===== src/rtl/prbs_pkg.sv =====
// Shared PRBS definitions: polynomial selection, tap pairs and checker states.
// Also imported by the companion PRBS generator.
package prbs_pkg;

  localparam int HIST_W = 31;

  typedef enum logic [1:0] {
    PRBS7  = 2'd0,
    PRBS15 = 2'd1,
    PRBS23 = 2'd2,
    PRBS31 = 2'd3
  } prbs_sel_t;

  typedef enum logic [1:0] {
    SEARCH_SEED = 2'd0,
    SEARCH      = 2'd1,
    LOCKED      = 2'd2
  } chk_state_t;

  // Bit n = b[n-N] ^ b[n-M]
  typedef struct packed {
    logic [4:0] n;
    logic [4:0] m;
  } prbs_taps_t;

  function automatic prbs_taps_t prbs_taps(input prbs_sel_t sel);
    prbs_taps_t t;
    case (sel)
      PRBS7:   begin t.n = 5'd7;  t.m = 5'd6;  end
      PRBS15:  begin t.n = 5'd15; t.m = 5'd14; end
      PRBS23:  begin t.n = 5'd23; t.m = 5'd18; end
      default: begin t.n = 5'd31; t.m = 5'd28; end
    endcase
    return t;
  endfunction

endpackage


===== src/rtl/prbs_predict.sv =====
// Combinational word-wide PRBS predictor: extends a 31-bit history by DATA_W
// bits, feeding back either the source bits or its own predictions.
module prbs_predict
  import prbs_pkg::*;
#(
  parameter int DATA_W = 32
) (
  input  logic [HIST_W-1:0] hist_i,
  input  prbs_sel_t         sel_i,
  input  logic [DATA_W-1:0] src_i,
  input  logic              self_run_i,
  output logic [DATA_W-1:0] pred_o,
  output logic [HIST_W-1:0] hist_next_o
);

  localparam prbs_taps_t T7  = prbs_taps(PRBS7);
  localparam prbs_taps_t T15 = prbs_taps(PRBS15);
  localparam prbs_taps_t T23 = prbs_taps(PRBS23);
  localparam prbs_taps_t T31 = prbs_taps(PRBS31);

  // seq[HIST_W-1] is the newest history bit; word bit i lands at HIST_W+i.
  logic [HIST_W+DATA_W-1:0] seq;

  always_comb begin
    seq               = '0;
    seq[HIST_W-1:0]   = hist_i;
    pred_o            = '0;
    for (int i = 0; i < DATA_W; i++) begin
      case (sel_i)
        PRBS7:   pred_o[i] = seq[HIST_W+i-int'(T7.n)]  ^ seq[HIST_W+i-int'(T7.m)];
        PRBS15:  pred_o[i] = seq[HIST_W+i-int'(T15.n)] ^ seq[HIST_W+i-int'(T15.m)];
        PRBS23:  pred_o[i] = seq[HIST_W+i-int'(T23.n)] ^ seq[HIST_W+i-int'(T23.m)];
        default: pred_o[i] = seq[HIST_W+i-int'(T31.n)] ^ seq[HIST_W+i-int'(T31.m)];
      endcase
      seq[HIST_W+i] = self_run_i ? pred_o[i] : src_i[i];
    end
    hist_next_o = seq[HIST_W+DATA_W-1 -: HIST_W];
  end

endmodule


===== src/rtl/prbs_lock_check.sv =====
// Self-synchronising PRBS7/15/23/31 receive checker with saturating error counters.
// Optional PRBS_LOCK_CHECK_INV_EN adds inv_i to check polarity-swapped lanes.
module prbs_lock_check
  import prbs_pkg::*;
#(
  parameter int DATA_W     = 32,
  parameter int LOCK_CNT   = 16,
  parameter int UNLOCK_CNT = 8,
  parameter int ERR_CNT_W  = 32
) (
  input  logic                 rx_user_clk_i,
  input  logic                 rx_user_rst_i,
  input  logic [DATA_W-1:0]    rx_data_i,
  input  logic                 rx_valid_i,
  input  logic [1:0]           prbs_sel_i,
  input  logic                 clr_i,
`ifdef PRBS_LOCK_CHECK_INV_EN
  input  logic                 inv_i,
`endif
  output logic                 locked_o,
  output logic                 err_pulse_o,
  output logic [ERR_CNT_W-1:0] bit_err_cnt_o,
  output logic [ERR_CNT_W-1:0] word_cnt_o
);

  localparam int POP_W  = $clog2(DATA_W + 1);
  localparam int GOOD_W = $clog2(LOCK_CNT + 1);
  localparam int BAD_W  = $clog2(UNLOCK_CNT + 1);
  localparam int SUM_W  = ((ERR_CNT_W > POP_W) ? ERR_CNT_W : POP_W) + 1;
  localparam logic [ERR_CNT_W-1:0] CNT_MAX = '1;

  chk_state_t           state_reg;
  prbs_sel_t            sel_reg;
  logic [HIST_W-1:0]    hist_reg;
  logic [GOOD_W-1:0]    good_cnt_reg;
  logic [BAD_W-1:0]     bad_cnt_reg;
  logic                 locked_reg;
  logic                 err_pulse_reg;
  logic [ERR_CNT_W-1:0] bit_err_reg;
  logic [ERR_CNT_W-1:0] word_cnt_reg;

  logic [DATA_W-1:0]    data_chk;
  logic [DATA_W-1:0]    pred;
  logic [DATA_W-1:0]    err_vec;
  logic [HIST_W-1:0]    hist_next;
  logic [POP_W-1:0]     err_pop;
  logic                 err_any;
  logic                 sel_change;
  logic [SUM_W-1:0]     bit_err_sum;
  logic [ERR_CNT_W-1:0] bit_err_next;
  logic [ERR_CNT_W-1:0] word_cnt_next;

`ifdef PRBS_LOCK_CHECK_INV_EN
  assign data_chk = rx_data_i ^ {DATA_W{inv_i}};
`else
  assign data_chk = rx_data_i;
`endif

  // Locked predictions free-run so a received error never corrupts later words.
  prbs_predict #(
    .DATA_W(DATA_W)
  ) u_predict (
    .hist_i      (hist_reg),
    .sel_i       (sel_reg),
    .src_i       (data_chk),
    .self_run_i  (state_reg == LOCKED),
    .pred_o      (pred),
    .hist_next_o (hist_next)
  );

  generate
    for (genvar gi = 0; gi < DATA_W; gi++) begin : g_err
      assign err_vec[gi] = pred[gi] ^ data_chk[gi];
    end
  endgenerate

  always_comb begin
    err_pop = '0;
    for (int i = 0; i < DATA_W; i++) begin
      err_pop = err_pop + POP_W'(err_vec[i]);
    end
  end

  assign err_any    = |err_vec;
  assign sel_change = (prbs_sel_t'(prbs_sel_i) != sel_reg);

  // Sum is wide enough for both operands so a large popcount clamps instead of wrapping.
  assign bit_err_sum   = SUM_W'(bit_err_reg) + SUM_W'(err_pop);
  assign bit_err_next  = (bit_err_sum > SUM_W'(CNT_MAX)) ? CNT_MAX : bit_err_sum[ERR_CNT_W-1:0];
  assign word_cnt_next = (word_cnt_reg == CNT_MAX) ? CNT_MAX : word_cnt_reg + ERR_CNT_W'(1);

  always_ff @(posedge rx_user_clk_i or posedge rx_user_rst_i) begin
    if (rx_user_rst_i) begin
      state_reg     <= SEARCH_SEED;
      sel_reg       <= PRBS7;
      hist_reg      <= '0;
      good_cnt_reg  <= '0;
      bad_cnt_reg   <= '0;
      locked_reg    <= 1'b0;
      err_pulse_reg <= 1'b0;
      bit_err_reg   <= '0;
      word_cnt_reg  <= '0;
    end else begin
      sel_reg       <= prbs_sel_t'(prbs_sel_i);
      err_pulse_reg <= 1'b0;
      if (sel_change) begin
        state_reg    <= SEARCH_SEED;
        locked_reg   <= 1'b0;
        good_cnt_reg <= '0;
        bad_cnt_reg  <= '0;
      end else if (rx_valid_i) begin
        hist_reg <= hist_next;
        case (state_reg)
          SEARCH_SEED: begin
            good_cnt_reg <= '0;
            state_reg    <= SEARCH;
          end
          SEARCH: begin
            if (err_any) begin
              good_cnt_reg <= '0;
            end else if (good_cnt_reg == GOOD_W'(LOCK_CNT - 1)) begin
              good_cnt_reg <= '0;
              bad_cnt_reg  <= '0;
              locked_reg   <= 1'b1;
              state_reg    <= LOCKED;
            end else begin
              good_cnt_reg <= good_cnt_reg + GOOD_W'(1);
            end
          end
          LOCKED: begin
            word_cnt_reg  <= word_cnt_next;
            bit_err_reg   <= bit_err_next;
            err_pulse_reg <= err_any;
            if (!err_any) begin
              bad_cnt_reg <= '0;
            end else if (bad_cnt_reg == BAD_W'(UNLOCK_CNT - 1)) begin
              bad_cnt_reg <= '0;
              locked_reg  <= 1'b0;
              state_reg   <= SEARCH_SEED;
            end else begin
              bad_cnt_reg <= bad_cnt_reg + BAD_W'(1);
            end
          end
          default: state_reg <= SEARCH_SEED;
        endcase
      end
      // Clear overrides any same-cycle count update.
      if (clr_i) begin
        bit_err_reg  <= '0;
        word_cnt_reg <= '0;
      end
    end
  end

  assign locked_o      = locked_reg;
  assign err_pulse_o   = err_pulse_reg;
  assign bit_err_cnt_o = bit_err_reg;
  assign word_cnt_o    = word_cnt_reg;

endmodule


===== config.mk =====
export PLATFORM = sky130hd
export DESIGN_NAME = prbs_lock_check
export DESIGN_NICKNAME = d
export VERILOG_FILES = /design/src/rtl/prbs_pkg.sv /design/src/rtl/prbs_predict.sv /design/src/rtl/prbs_lock_check.sv
export SDC_FILE = /design/constraint.sdc
export NUM_CORES = 1
export LEC_CHECK = 0
export BUFFER_PORTS_ARGS = -buffer_cell sky130_fd_sc_hd__buf_2
export CAP_MARGIN = 40
export CORE_AREA = 2 2 128 193
export CTS_CLUSTER_SIZE = 40
export DETAILED_ROUTE_END_ITERATION = 7
export DIE_AREA = 0 0 130 195
export SYNTH_ARGS = -nofsm -noshare
export SYNTH_HDL_FRONTEND = slang
export SYNTH_SLANG_ARGS = --single-unit

===== constraint.sdc =====
create_clock -name rx_user_clk_i -period 18.05 [get_ports rx_user_clk_i]
set_input_delay 0.9025 -clock rx_user_clk_i [delete_from_list [all_inputs] [get_ports rx_user_clk_i]]
set_output_delay 0.9025 -clock rx_user_clk_i [all_outputs]
set_load 0.005 [all_outputs]

=== Word-level counts from Yosys, hierarchy flattened ===
Cells that the tools add are included.

* Bits in registers: 110
* Output and inout port bits: 66

* $add $sub $neg: 35
* Magnitude comparators: 1
* Equality and inequality tests: 13
* Muxes and demuxes: 103
* Bitwise gates (word level): 137
* Reductions and logical operators: 14

{| class="wikitable"
|+ Operators with widths
! operator !! number
|-
| $mux W32 || 10
|-
| $add A6 B1 Y6 || 26
|-
| $xor A1 B1 Y1 || 136
|-
| $pmux W1 S3 || 32
|-
| $mux W1 || 41
|-
| $add A32 B6 Y33 || 1
|-
| $gt A33 B32 Y1 const B || 1
|-
| $add A32 B1 Y32 const B || 1
|-
| $eq A32 B32 Y1 const B || 1
|-
| $reduce_or A32 Y1 || 1
|-
| $mux W4 || 6
|-
| $mux W5 || 4
|-
| $mux W2 || 6
|-
| $ne A3 B3 Y1 const B || 4
|-
| $pmux W5 S2 || 1
|-
| $pmux W4 S2 || 1
|-
| $add A5 B1 Y6 || 1
|-
| $pmux W2 S3 || 1
|-
| $reduce_and A6 Y1 || 1
|-
| $reduce_bool A2 Y1 || 3
|-
| $reduce_bool A3 Y1 || 2
|-
| $add A4 B1 Y5 || 1
|-
| $add A5 B1 Y5 const B || 1
|-
| $eq A5 B4 Y1 const B || 1
|-
| 16 further kinds || 20
|}

=== Logic depth before layout (Yosys ltp) ===
* Depth in word-level cells: 41
* Gate-level depth with buffers: 41
* Depth with buffers taken out: 36

=== Cells and area by module ===
From an unflattened synthesis, not the netlist that was laid out.

* Cells, all modules: 1156
* Area total of the unflattened synthesis: 10268.6 um2

{| class="wikitable"
|+ Modules (own cells, without submodules)
! module !! times used !! cells each !! area each (um2)
|-
| prbs_lock_check || 1 || 663 || 6845.3
|-
| prbs_predict || 1 || 493 || 3423.3
|}

=== Worst setup path after synthesis ===
OpenSTA, ideal clock, no wires.

* Path type: input -> register
* From: input port rx_data_i[3]
* To: register bit_err_reg[29] (netlist: bit_err_cnt_o[29])
* Library setup time: 0.078 ns
* Arrival: 8.842 ns
* Required time: 17.972 ns
* Slack: 9.130 ns
* Stages on the path: 34
* Cell sequence: clkbuf_1 > xnor2_1 > nor3_1 > a211oi_1 > nand3_1 > mux2i_1 > xnor2_1 > a221o_1 > o41ai_1 > xnor2_1 > o21ai_0 > xor2_1 > inv_1 > fa_1 > inv_1 > fa_1 > fa_1 > fa_1 > fa_1 > inv_1 > fa_1 > nor2b_1 > o21ai_0 > a21boi_0 > o21ai_0 > a21oi_1 > o21ai_0 > nor2b_1 > or3_1 > or2_2 > nor2_1 > nand2_1 > a211o_1 > a21oi_1

* Word-level cells in the longest chain between the ends: 37
* Elaborated cells on any way between the ends: 103
* Those cells by class: add/sub (30); order compare (1); mux (34); bitwise (38)

{| class="wikitable"
|+ RTL lines
! item !! RTL line !! RTL
|-
| start, declared || prbs_lock_check.sv:13 || <nowiki>input logic [DATA_W-1:0] rx_data_i,</nowiki>
|-
| $xor A1 B1 Y1 || prbs_lock_check.sv:73 || <nowiki>assign err_vec[gi] = pred[gi] ^ data_chk[gi];</nowiki>
|-
| $add A3 B1 Y4 || prbs_lock_check.sv:80 || <nowiki>err_pop = err_pop + POP_W'(err_vec[i]);</nowiki>
|-
| $add A4 B1 Y5 || prbs_lock_check.sv:80 ||
|-
| $add A5 B1 Y6 || prbs_lock_check.sv:80 ||
|-
| $add A6 B1 Y6 (25 in series) || prbs_lock_check.sv:80 ||
|-
| $add A6 B1 Y6 (*) || prbs_lock_check.sv:80 ||
|-
| $add A32 B6 Y33 (*) || prbs_lock_check.sv:88 || <nowiki>assign bit_err_sum = SUM_W'(bit_err_reg) + SUM_W'(err_pop);</nowiki>
|-
| $gt A33 B32 Y1 || prbs_lock_check.sv:89 || <nowiki>assign bit_err_next = (bit_err_sum > SUM_W'(CNT_MAX)) ? CNT_MAX : bit_err_sum[ERR_CNT_W-1:0];</nowiki>
|-
| $mux W32 (*) || prbs_lock_check.sv:89 ||
|-
| $mux W32 (*) || prbs_lock_check.sv:113 || <nowiki>case (state_reg)</nowiki>
|-
| $mux W32 (*) || prbs_lock_check.sv:111 || <nowiki>end else if (rx_valid_i) begin</nowiki>
|-
| $mux W32 (*) || prbs_lock_check.sv:106 || <nowiki>if (sel_change) begin</nowiki>
|-
| $mux W32 (*) || prbs_lock_check.sv:148 || <nowiki>if (clr_i) begin</nowiki>
|-
| end signal, assigned || prbs_lock_check.sv:132 || <nowiki>bit_err_reg <= bit_err_next;</nowiki>
|-
| end, declared || prbs_lock_check.sv:39 || <nowiki>logic [ERR_CNT_W-1:0] bit_err_reg;</nowiki>
|}

Every way passes the cells marked *; elsewhere a longest branch is shown, timed or not. The select of a mux whose other input is x is not followed.
A chain may end at the register's enable or synchronous reset.

=== Final worst setup path ===
* From: register sel_reg[0]
* To: register bit_err_reg[11] (netlist: bit_err_cnt_o[11])

* Word-level cells in the longest chain between the ends: 41
* Elaborated cells on any way between the ends: 178
* Those cells by class: add/sub (32); order compare (1); eq/ne (4); mux (63); bitwise (76); reduce/logical (2)

{| class="wikitable"
|+ RTL lines
! item !! RTL line !! RTL
|-
| start, declared || prbs_lock_check.sv:33 || <nowiki>prbs_sel_t sel_reg;</nowiki>
|-
| start signal, assigned || prbs_lock_check.sv:104 || <nowiki>sel_reg <= prbs_sel_t'(prbs_sel_i);</nowiki>
|-
| $eq A2 B2 Y1 (tied with other cells) || prbs_predict.sv:29 || <nowiki>case (sel_i)</nowiki>
|-
| $pmux W1 S3 || prbs_predict.sv:29 ||
|-
| $xor A1 B1 Y1 || prbs_lock_check.sv:73 ||
|-
| $add A1 B1 Y2 || prbs_lock_check.sv:80 ||
|-
| $add A2 B1 Y3 || prbs_lock_check.sv:80 ||
|-
| $add A3 B1 Y4 || prbs_lock_check.sv:80 ||
|-
| $add A4 B1 Y5 || prbs_lock_check.sv:80 ||
|-
| $add A5 B1 Y6 || prbs_lock_check.sv:80 ||
|-
| $add A6 B1 Y6 (26 in series) || prbs_lock_check.sv:80 ||
|-
| $add A32 B6 Y33 || prbs_lock_check.sv:88 ||
|-
| $gt A33 B32 Y1 || prbs_lock_check.sv:89 ||
|-
| $mux W32 || prbs_lock_check.sv:89 ||
|-
| $mux W32 || prbs_lock_check.sv:113 ||
|-
| $mux W32 || prbs_lock_check.sv:111 ||
|-
| $mux W32 || prbs_lock_check.sv:106 ||
|-
| $mux W32 || prbs_lock_check.sv:148 ||
|}

Several ways; a longest one is shown, not always the timed one. The select of a mux whose other input is x is not followed.

==> reports/metrics.cfg <==
[synthesis]
synth_top_area_share_pct = 26.2
yosys.area.top_type = dfrtp_1
syn_inst = 1247
synth_warnings = 0
ys_seq_area_share_pct = 26.2
synth-edff-count = 0
syn_area_um2 = 10500
synth_seq_cells = 110
synth_cell_types = 106
synthesis.nets = 1329
async_flop_share_pct = 100
ys.flop_type = dfrtp_1
syn_avg_cell_area_um2 = 8.43
yosys-top-cells-area = dfrtp_1 26%, xnor2_1 7.9%, xor2_1 5.2%

[floorplan]
boundaryPins = 104
die_h_um = 195
rows = 69
die-area_um2 = 25400
initial_core_util_pct = 44.6
core_area_um2 = 23600
dieWidth_um = 130

[critical_path]
path_common_cell = fa_1
crit_arrival_ns = 11.09
cpMaxStageDelayCell = nor2b_2
end_kind = flop
reg2reg_from = sel_reg[0]$_DFF_PP0_
max_stage_delay_ns = 0.79
crit_type = reg -> reg
path_max_fanout = 39
start_kind = flop
cp.required_ns = 18.30
cp-startpoint = sel_reg[0]$_DFF_PP0_

[grt]
antenna_found_initial = 5
track_usage_pct = 31.4
grt_pass1_wl_um = 59900
grt_max_degree = 65
grt_pass1_vias = 9917
gr-total-overflow = 0

[pwr]
switching_share_pct = 50.4
pwr-share-clk_pct = 9.0
power_switching_mw = 1.05
intPower_mw = 1.04
ir_drop_v = 0.000408
power_density_nw_per_um2 = 183
p_seq_share_pct = 15.7
p_comb_share_pct = 75.3
power_leakage_nw = 4.76

[clock_network]
clock_latency_ns = 0.36
postCtsSetupBuffers = 0
numCtsBuffers = 9
cts_max_level = 3
clock-sinks = 110
cts_tree = yes
clk_pin_slew_ns = 0.07
clockRootBuffer = clkbuf_16
cts_resized = 0
hold_buffers = 0
cts_max_path_buffers = 2

[min_path]
hp-start = good_cnt_reg[4]$_DFFE_PP0P_
min_path_type = reg -> reg

[routing]
ant_nets = 0
first_pass_iters = 5
detail_route.wl_per_cell_um = 23.9
viasPerCell = 6.15
dr.first_iter.drc_count = 855
drc = 0
vias = 9980
wirelength_um = 38800

[status]
outcome = finished clean

[sta]
grt_setup_unrepaired = false
fin_crit_sh_pct = 60.1
period_minus_slack_ns = 10.84
fmax_mhz = 92.2
hold_viol_final = 0
setup_tns_ns = 0
fin_skew_ns = 0.0105
tightest_slew_ns = 0.902
setup_violations = 0
maxSlewHeadroom_pct = 39.6
maxSlewViolCount = 0

[finish]
nets = 1380
final_util_pct = 48.6
design_area_um2 = 11400
synthToLayoutAreaGrowth_pct = 8.90
layout.cells.non_filler = 1623
drive_gt1_share_pct = 15.5

[place]
dp_cells = 1605
dp_hpwl_um = 28700
gp_congestion = 1.07
place_area_um2 = 11200
io_buffers = 103

[job]
maxCapViolations = 0

final timing paths:
check,end,slack (ns),depth (start not counted)
max in group asynchronous,err_pulse_o$_DFF_PP0_,16.42,4
worst min register to register,good_cnt_reg[4]$_DFFE_PP0P_,0.51,2
min in group asynchronous,bit_err_cnt_o[28]$_DFFE_PP0P_,0.57,2
worst min-delay path,good_cnt_reg[4]$_DFFE_PP0P_,0.51,2
worst max-delay path,bit_err_cnt_o[11]$_DFFE_PP0P_,7.21,36
worst max register to register,bit_err_cnt_o[11]$_DFFE_PP0P_,7.21,36
kinds of logic after synthesis:
logic type	share of synthesized area, %
adder cells (fa/ha/maj)	7.09
AND/OR/NAND/NOR	18.7
flip-flops	26.2
buffers and inverters	6.05
AO/OA/AOI/OAI	23.8
multiplexers	4.55
XOR/XNOR	13.7
worst max-delay path: cells and delay by family, from the launching register on:
family	cells	cell delay (ns)
fa+ha+maj	8	3.48
simple gates	11	2.80
compound gates	8	2.06
mux	2	0.97
buf+inv	5	0.67
xor+xnor	2	0.42
flops	1	0.33
power groups by stage:
stage	sequential (mW)	clock (mW)	combinational (mW)
after floorplan	0.279	0	1.22
after CTS	0.325	0.193	1.56
final	0.328	0.188	1.57
after detailed placement	0.330	0	1.53
after global placement	0.330	0	1.55
after global routing	0.328	0.203	1.83
layout make-up:
type                       count  area (um^2)
sequential                   110         2750
fill                        2327        12100
inverter                      51          194
multi-input combinational   1002         7130
clock inverter                 3         21.3
tap                          319          399
timing repair buffer         124          697
clock buffer                  12          246
antenna                        2         5.00
layout by cell type (no fill, tap or decap), types with 5 or more instances in the layout:
master	count
nand2_1	116
dfrtp_1	110
nor2_1	107
buf_2	103
xnor2_1	95
o21ai_0	77
a21oi_1	66
xor2_1	62
nand3_1	49
inv_1	48
a211oi_1	43
nor3_1	30
fa_1	26
mux2i_1	25
buf_4	19
ha_1	18
a31oi_1	17
and3_1	14
o211ai_1	13
a311oi_1	12
nand4_1	12
a21o_1	11
mux2_2	11
nand2b_1	10
o22ai_1	10
clkbuf_16	9
and2_1	8
o21a_1	8
a22oi_1	8
a22o_1	8
nor4_1	7
o31ai_1	7
or2_2	6
o21ai_1	5
nor3b_1	5
a211o_1	5
a21oi_2	5
layer usage:
metal | track usage (%) | up-vias | wire length (um)
met5 | 0 | - | 32
met4 | 24.9 | 6 | 3740
met3 | 8.08 | 187 | 3060
met2 | 49.1 | 501 | 18000
met1 | 35.8 | 4717 | 14000
li1 | - | 4569 | -
synth_stat cells (9+ instances only):
master and count:
nand2_1 116, dfrtp_1 110, nor2_1 107, xnor2_1 95
o21ai_0 77, a21oi_1 66, xor2_1 62, inv_1 49
nand3_1 49, a211oi_1 43, clkbuf_1 36, nor3_1 31
fa_1 26, mux2i_1 25, buf_2 23, ha_1 18
a31oi_1 17, and3_1 14, o211ai_1 13, a311oi_1 12
nand4_1 12, a21o_1 11, mux2_2 11, nand2b_1 11
o22ai_1 10, buf_6 9
metrics by stage:
stage | total power [mW] | hold WS (ns) | worst slack [ns]
3_5_place_dp | 1.86 | 0.500 | 7.28
3_3_place_gp | 1.88 | 0.494 | 6.97
6_report | 2.09 | 0.513 | 7.21
5_1_grt | 2.36 | 0.529 | 6.58
2_1_floorplan | 1.50 | 0.472 | 9.13
4_1_cts | 2.08 | 0.516 | 7.26
Power figures use the tool's default switching activity.
